$ cat src/rtl/picoblaze_interrupt_controller.sv
// Four-source interrupt controller on a PicoBlaze port window (status, mask, data/EOI, overrun).
// Define INT_ROUND_ROBIN_EN for round-robin arbitration; fixed lowest-index priority otherwise.
module picoblaze_interrupt_controller #(
  parameter logic [7:0]  PORT_BASE          = 8'h10,
  parameter int unsigned ACK_TIMEOUT_CYCLES = 1023
) (
  input  logic        clk,
  input  logic        reset,
  input  logic [3:0]  irq_event,
  input  logic [31:0] irq_data,
  output logic        interrupt,
  input  logic        interrupt_ack,
  input  logic [7:0]  port_id,
  input  logic        read_strobe,
  input  logic        write_strobe,
  input  logic [7:0]  out_port,
  output logic [7:0]  in_port,
  output logic [3:0]  overrun
);

  typedef enum logic [1:0] {IDLE, REQ, SERVICE} state_t;

  localparam logic [7:0]  ADDR_STATUS  = {PORT_BASE[7:2], 2'd0};
  localparam logic [7:0]  ADDR_MASK    = {PORT_BASE[7:2], 2'd1};
  localparam logic [7:0]  ADDR_EOI     = {PORT_BASE[7:2], 2'd2};
  localparam logic [7:0]  ADDR_OVR     = {PORT_BASE[7:2], 2'd3};
  localparam logic [15:0] TIMEOUT_LAST = 16'(ACK_TIMEOUT_CYCLES - 1);

  state_t      state, state_next;
  logic [3:0]  pending, mask, overrun_flags, irq_prev;
  logic        hist_valid;
  logic [7:0]  data [4];
  logic [1:0]  grant_id, grant_sel;
  logic        timeout;
  logic [15:0] ack_count;
  logic [3:0]  eligible, rise, eoi_clear, ovr_set, ovr_clear;
  logic        grant_load, eoi, timeout_hit, status_read;
  logic [7:0]  read_value;
  logic        unused_out_bits;

  assign unused_out_bits = ^out_port[7:4];
  assign overrun         = overrun_flags;
  assign eligible        = pending & mask;
  // History is invalid for one cycle after reset so a level already high is not an edge.
  assign rise            = hist_valid ? (irq_event & ~irq_prev) : 4'b0000;
  assign eoi_clear       = eoi ? (4'b0001 << grant_id) : 4'b0000;
  assign ovr_set         = rise & pending & ~eoi_clear;
  assign ovr_clear       = (write_strobe && port_id == ADDR_OVR) ? out_port[3:0] : 4'b0000;
  assign status_read     = read_strobe && port_id == ADDR_STATUS;

`ifdef INT_ROUND_ROBIN_EN
  logic [1:0] rr_ptr, rr_idx;

  always_comb begin
    grant_sel = rr_ptr;
    rr_idx    = rr_ptr;
    for (int k = 3; k >= 0; k--) begin
      rr_idx = rr_ptr + 2'(k);
      if (eligible[rr_idx]) grant_sel = rr_idx;
    end
  end

  always_ff @(posedge clk) begin
    if (reset) rr_ptr <= 2'd0;
    else if (grant_load) rr_ptr <= grant_sel + 2'd1;
  end
`else
  always_comb begin
    grant_sel = 2'd0;
    for (int i = 3; i >= 0; i--) begin
      if (eligible[i]) grant_sel = 2'(i);
    end
  end
`endif

  always_comb begin
    state_next  = state;
    grant_load  = 1'b0;
    eoi         = 1'b0;
    timeout_hit = 1'b0;
    case (state)
      IDLE: begin
        if (|eligible) begin
          state_next = REQ;
          grant_load = 1'b1;
        end
      end
      REQ: begin
        if (interrupt_ack) begin
          state_next = SERVICE;
        end else if (ack_count == TIMEOUT_LAST) begin
          state_next  = IDLE;
          timeout_hit = 1'b1;
        end
      end
      SERVICE: begin
        if (write_strobe && port_id == ADDR_EOI) begin
          state_next = IDLE;
          eoi        = 1'b1;
        end
      end
      default: state_next = IDLE;
    endcase
  end

  always_comb begin
    read_value = 8'h00;
    case (port_id)
      ADDR_STATUS: read_value = {timeout, 3'b000, state != IDLE, 1'b0, grant_id};
      ADDR_MASK:   read_value = {4'h0, mask};
      ADDR_EOI:    read_value = data[grant_id];
      ADDR_OVR:    read_value = {4'h0, overrun_flags};
      default:     read_value = 8'h00;
    endcase
  end

  always_ff @(posedge clk) begin
    if (reset) begin
      state         <= IDLE;
      interrupt     <= 1'b0;
      in_port       <= 8'h00;
      pending       <= 4'h0;
      overrun_flags <= 4'h0;
      mask          <= 4'hF;
      grant_id      <= 2'd0;
      timeout       <= 1'b0;
      ack_count     <= 16'd0;
      irq_prev      <= 4'h0;
      hist_valid    <= 1'b0;
      for (int i = 0; i < 4; i++) data[i] <= 8'h00;
    end else begin
      state         <= state_next;
      interrupt     <= (state_next == REQ);
      in_port       <= read_value;
      irq_prev      <= irq_event;
      hist_valid    <= 1'b1;
      pending       <= (pending & ~eoi_clear) | rise;
      overrun_flags <= (overrun_flags & ~ovr_clear) | ovr_set;
      ack_count     <= (state == REQ) ? ack_count + 16'd1 : 16'd0;
      if (grant_load) grant_id <= grant_sel;
      if (write_strobe && port_id == ADDR_MASK) mask <= out_port[3:0];
      if (timeout_hit) timeout <= 1'b1;
      else if (status_read) timeout <= 1'b0;
      // A new edge replaces the byte only when the slot is free or being retired this cycle.
      for (int i = 0; i < 4; i++) begin
        if (rise[i] && (!pending[i] || eoi_clear[i])) data[i] <= irq_data[8*i +: 8];
      end
    end
  end

endmodule

$ cat config.mk
export PLATFORM = sky130hd
export DESIGN_NAME = picoblaze_interrupt_controller
export DESIGN_NICKNAME = d
export VERILOG_FILES = /design/src/rtl/picoblaze_interrupt_controller.sv
export SDC_FILE = /design/constraint.sdc
export NUM_CORES = 1
export LEC_CHECK = 0
export ABC_AREA = 0
export BUFFER_PORTS_ARGS = -buffer_cell sky130_fd_sc_hd__buf_2
export CAP_MARGIN = 15
export CORE_UTILIZATION = 55
export CTS_CLUSTER_DIAMETER = 30
export DETAILED_ROUTE_END_ITERATION = 10
export GPL_TIMING_DRIVEN = 0
export PLACE_DENSITY = 0.8
export SLEW_MARGIN = 20
export SYNTH_ARGS = -nofsm -noshare
export SYNTH_HDL_FRONTEND = slang
export SYNTH_SLANG_ARGS = --single-unit
$ cat constraint.sdc
create_clock -name clk -period 3.2 [get_ports clk]
set_input_delay 0.16 -clock clk [delete_from_list [all_inputs] [get_ports clk]]
set_output_delay 0.16 -clock clk [all_outputs]
set_load 0.01 [all_outputs]
Yosys cells after proc, flatten, opt, wreduce, memory -nomap -nowiden
Memories as Yosys holds them, arrays and structs flattened. A register that Yosys moved wholly into a read port is not among the register bits.
Cells that the tools add are included.
{"block": "totals", "output_inout_bits": 13, "mem_bits_rw": 32, "n_memories": 1, "register_bits": 47}
{"block": "op_classes", "add_sub_neg": 1, "mux": 43, "shifts": 1, "n_bitwise": 16, "n_reduce_logical": 21, "eq_ne": 8}
{"name": "data", "words": 4, "word_bits": 8, "read_ports": 1, "rd_ports_with_merged_regs": 1, "write_ports": 4, "line_no": "32", "text": "logic [7:0] data [4];"}
{"op": "== test 8 x 5 -> 1 bit, second input constant", "count": 4}
{"op": "two-way mux 8 bit", "count": 4}
{"op": "case mux 8 bit (4 select lines)", "count": 1}
{"op": "AND 4 bit", "count": 6}
{"op": "two-way mux 1 bit", "count": 24}
{"op": "two-way mux 2 bit", "count": 10}
{"op": "adder 16 x 1 -> 16 bit, second input constant", "count": 1}
{"op": "== test 16 x 10 -> 1 bit, second input constant", "count": 1}
{"op": "two-way mux 4 bit", "count": 3}
{"op": "NOT 4 bit", "count": 3}
{"op": "logical AND 1 bit", "count": 8}
{"op": "OR 4 bit", "count": 2}
{"op": "case mux 2 bit (3 select lines)", "count": 1}
{"op": "== test 2 x 1 -> 1 bit, second input constant", "count": 2}
{"op": "logical NOT 1 bit", "count": 4}
{"op": "logical OR 1 bit", "count": 4}
{"op": "OR 1 bit", "count": 4}
{"op": "nonzero test 2 bit", "count": 2}
{"op": "OR reduction 4 bit", "count": 1}
{"op": "<< shifter 1 x 2 -> 4 bit, first input constant", "count": 1}
{"op": "== test 2 bit, second input constant", "count": 1}
{"op": "logical NOT 2 bit", "count": 1}
{"op": "OR reduction 2 bit", "count": 1}
{"op": "NOT 1 bit", "count": 1}

Depth between registers and ports, before layout
{"block": "depth", "word_depth": 11, "ltp_mapped": 5, "mapped_depth_nobuf": 5}

Least setup slack after synthesis
OpenSTA, ideal clock, no wires.
{"block": "synth_path", "kind": "input-to-reg", "start": "input port port_id[3]", "end": "memory data[0][0], enable pin", "stages": 3, "t_arrival_ns": 1.540, "required_time_ns": 2.816, "setup_time_ns": 0.384, "slack_ns": 1.276, "path_cell_list": "nor4b_2 a41oi_1 o21ai_0"}
{"element": "start, declared", "line_no": "13", "text": "input logic [7:0] port_id,"}
{"element": "end, declared", "line_no": "32"}

==> flow_metrics.tcl <==
set metrics [dict create \
    die_y_um 81.6 \
    status "finished, final reports clean" \
    num_rows 28 \
    holdPathStages 2 \
    rsz0062_at_grt "no" \
    final_cells 465 \
    ys_async_sr_fraction_pct 0 \
    h-tree-depth 3 \
    clock_sink_count 81 \
    power.leakage_nw 1.57 \
    cts-resized-gates 0 \
    yosysMostFrequentCell "dfxtp_1" \
    synth_top_area_share_pct 28.2 \
    wl_per_cell_um 14.8 \
    clock_latency_ps 350 \
    drive_gt1_share_pct 27.2 \
    grt_max_degree 16 \
    io_pins 70 \
    fin_skew_ps 11.7 \
    max-slew-margin-rel_pct 49.6 \
    syn-num-nets 368 \
    vias 2572 \
    hold_path.class "primary input to flop" \
    ant_nets 0 \
    synthTopCellsByCount "dfxtp_1, and2_1, edfxtp_1" \
    power_mw 2.10 \
    drt_pass1_iterations 4 \
    via_per_inst 5.53 \
    fin_crit_sh_pct 59.8 \
    n_antenna_cell 0 \
    cp_cell_sequence "and4bb_2 > a41oi_1 > o21ai_1" \
    finalWeightedCongestion 0.907 \
    clockBufferDepth 2 \
    end_kind "flop" \
    crit_family "compound AO/OA/AOI/OAI gates" \
    cp_data_arrival_time_ps 1890 \
    path_max_fanout 8 \
    initial_core_util_pct 57.8 \
    grtUsageTotal_pct 23.1 \
    reg2regPathDepth 3 \
    wl_um 6870 \
    die_w_um 81.6 \
    setup_viol 0 \
    synth_cells 309 \
    ys_seq_area_share_pct 55.8 \
    overflow 0 \
    multi_input_area_um2 1470 \
    hold_viol 0 \
    synth.distinct_cells 42 \
    antenna_found_initial 0 \
    critical_path_class "flop to flop" \
    synth_edf_count 32 \
    worst_pin_slew_ps 751 \
    yosysTopAreaCell "dfxtp_1" \
    post_cts_buffers 0 \
    cts_hold_buffers 0 \
    path_clk_slew_ps 90 \
    grt_pass1_vias 2396 \
    grt_pass1_wl_um 11100 \
    synth_ff_type "dfxtp_1" \
    fillers 475 \
    path_depth 3 \
    final.setup.tns_ps 0 \
    seq_area_um2 1940 \
    critPathSlowestCell "o21ai_1" \
    ys_seq_elements 81 \
    area.growth.synth_to_final_pct 17.8 \
    die-area_um2 6650 \
    numCtsBuffers 9 \
    place_hpwl_um 5240 \
    io_buffers 65 \
    cp-start-kind "flop" \
    avgSynthCellArea_um2 11.3 \
    place_inst 449 \
    ys_top_cells_by_area "dfxtp_1, edfxtp_1, mux4_2" \
    critPathBufInv 0 \
    crit_required_ps 3180 \
    dp_slack_ps 634 \
    fmax_mhz 522 \
    setup_ws_ps 1290 \
    syn_area_um2 3480 \
    ys_warn_count 0 \
    drtIter0Drc 112 \
    cts_tree "done" \
    report.final.slew_viol_count 0 \
    core_area_um2 6030 \
    power-per-cell-area_nw_per_um2 513 \
    period_needed_ps 1910 \
    cpPeakStageDelay_ps 660 \
    maxCapViolCount 0 \
    cts-root-buf "clkbuf_8" \
    remaining_drc_errors 0 \
    fin_nets 444 \
    ir_drop_uv 378 \
]
logic make-up (layout without fill, tap and decap cells):
logic type,after synthesis,in the layout,share of synthesized area (%)
compound gates,42,42,8.02
mux,12,12,7.40
simple gates,145,145,23.3
buf+inv,16,97,1.98
fa+ha+maj,2,2,0.719
xor+xnor,11,11,2.77
flops,81,81,55.8
layer usage:
metal | wire length [um] | up-vias | global-route usage [%]
li1 | - | 1270 | -
met1 | 3180 | 1225 | 30.3
met2 | 3230 | 65 | 35.1
met3 | 307 | 12 | 7.11
met4 | 161 | 0 | 10.0
met5 | 0 | - | 0
sequential cells by signal, summed over array words and instances (netlist names), 4 cells and up, named ones only:
| name | cells |
|---|---|
| data | 32 |
| pending | 4 |
| ack_count | 16 |
| mask | 4 |
| irq_prev | 4 |
| in_port | 8 |
| overrun | 4 |
cell type report:
class,instances,area share [%]
Sequential cell,81,47.4
Multi-Input combinational cell,212,35.9
Timing Repair Buffer,65,7.93
Clock buffer,9,3.02
Tap cell,75,2.29
Clock inverter,7,1.86
Buffer,8,0.946
Inverter,8,0.732
worst register-to-register path, stage by stage (launching register included):
cell      delay, ps
dfxtp_1         350
and4bb_2        360
a41oi_1         170
o21ai_1         660
cell usage in the layout, fill, tap and decap left out, types with 2 or more instances in the layout:
cell type and n:
o21ai_0 11, nand2b_1 3, nor2_1 24, edfxtp_1 32, nor3b_1 4, ha_1 2, clkinvlp_4 2, o32ai_1 2
xnor2_1 7, clkbuf_1 5, xor2_1 4, and3_1 2, nor4_1 2, dfxtp_1 49, and2_1 33, a31o_2 4
buf_2 66, nand2_1 20, nor3_1 9, nand3b_1 3, nand3_1 14, nand4_1 9, mux4_2 11, inv_6 2
inv_1 8, or3_1 2, a41o_1 2, nor2b_1 14, a21oi_2 3, a21oi_1 11, clkbuf_8 9, o211ai_1 4
power by group:
part	internal (mW)	leakage [nW]	switching, mW	total, mW
clock network	0.365	0.0924	0.388	0.753
logic	0.101	0.738	0.103	0.204
registers	1.12	0.736	0.0267	1.15
worst paths after layout:
path                                    from            to  slack [ps]
worst min-delay path                   reset   irq_prev[3]          20
worst min register to register  ack_count[0]  ack_count[0]         480
worst max register to register      state[0]    data[0][1]        1290
worst max-delay path                state[0]    data[0][1]        1290
per-stage QoR:
stage	cell area [um2]	hold WS (ps)	util, %
2_1_floorplan	3480	232	-
3_3_place_gp	3900	388	64.7
3_5_place_dp	3900	391	64.7
4_1_cts	4100	13.9	68.0
5_1_grt	4100	15.8	68.0
6_report	4100	24.4	68.0
No activity file was read; power rests on OpenSTA's default activity.
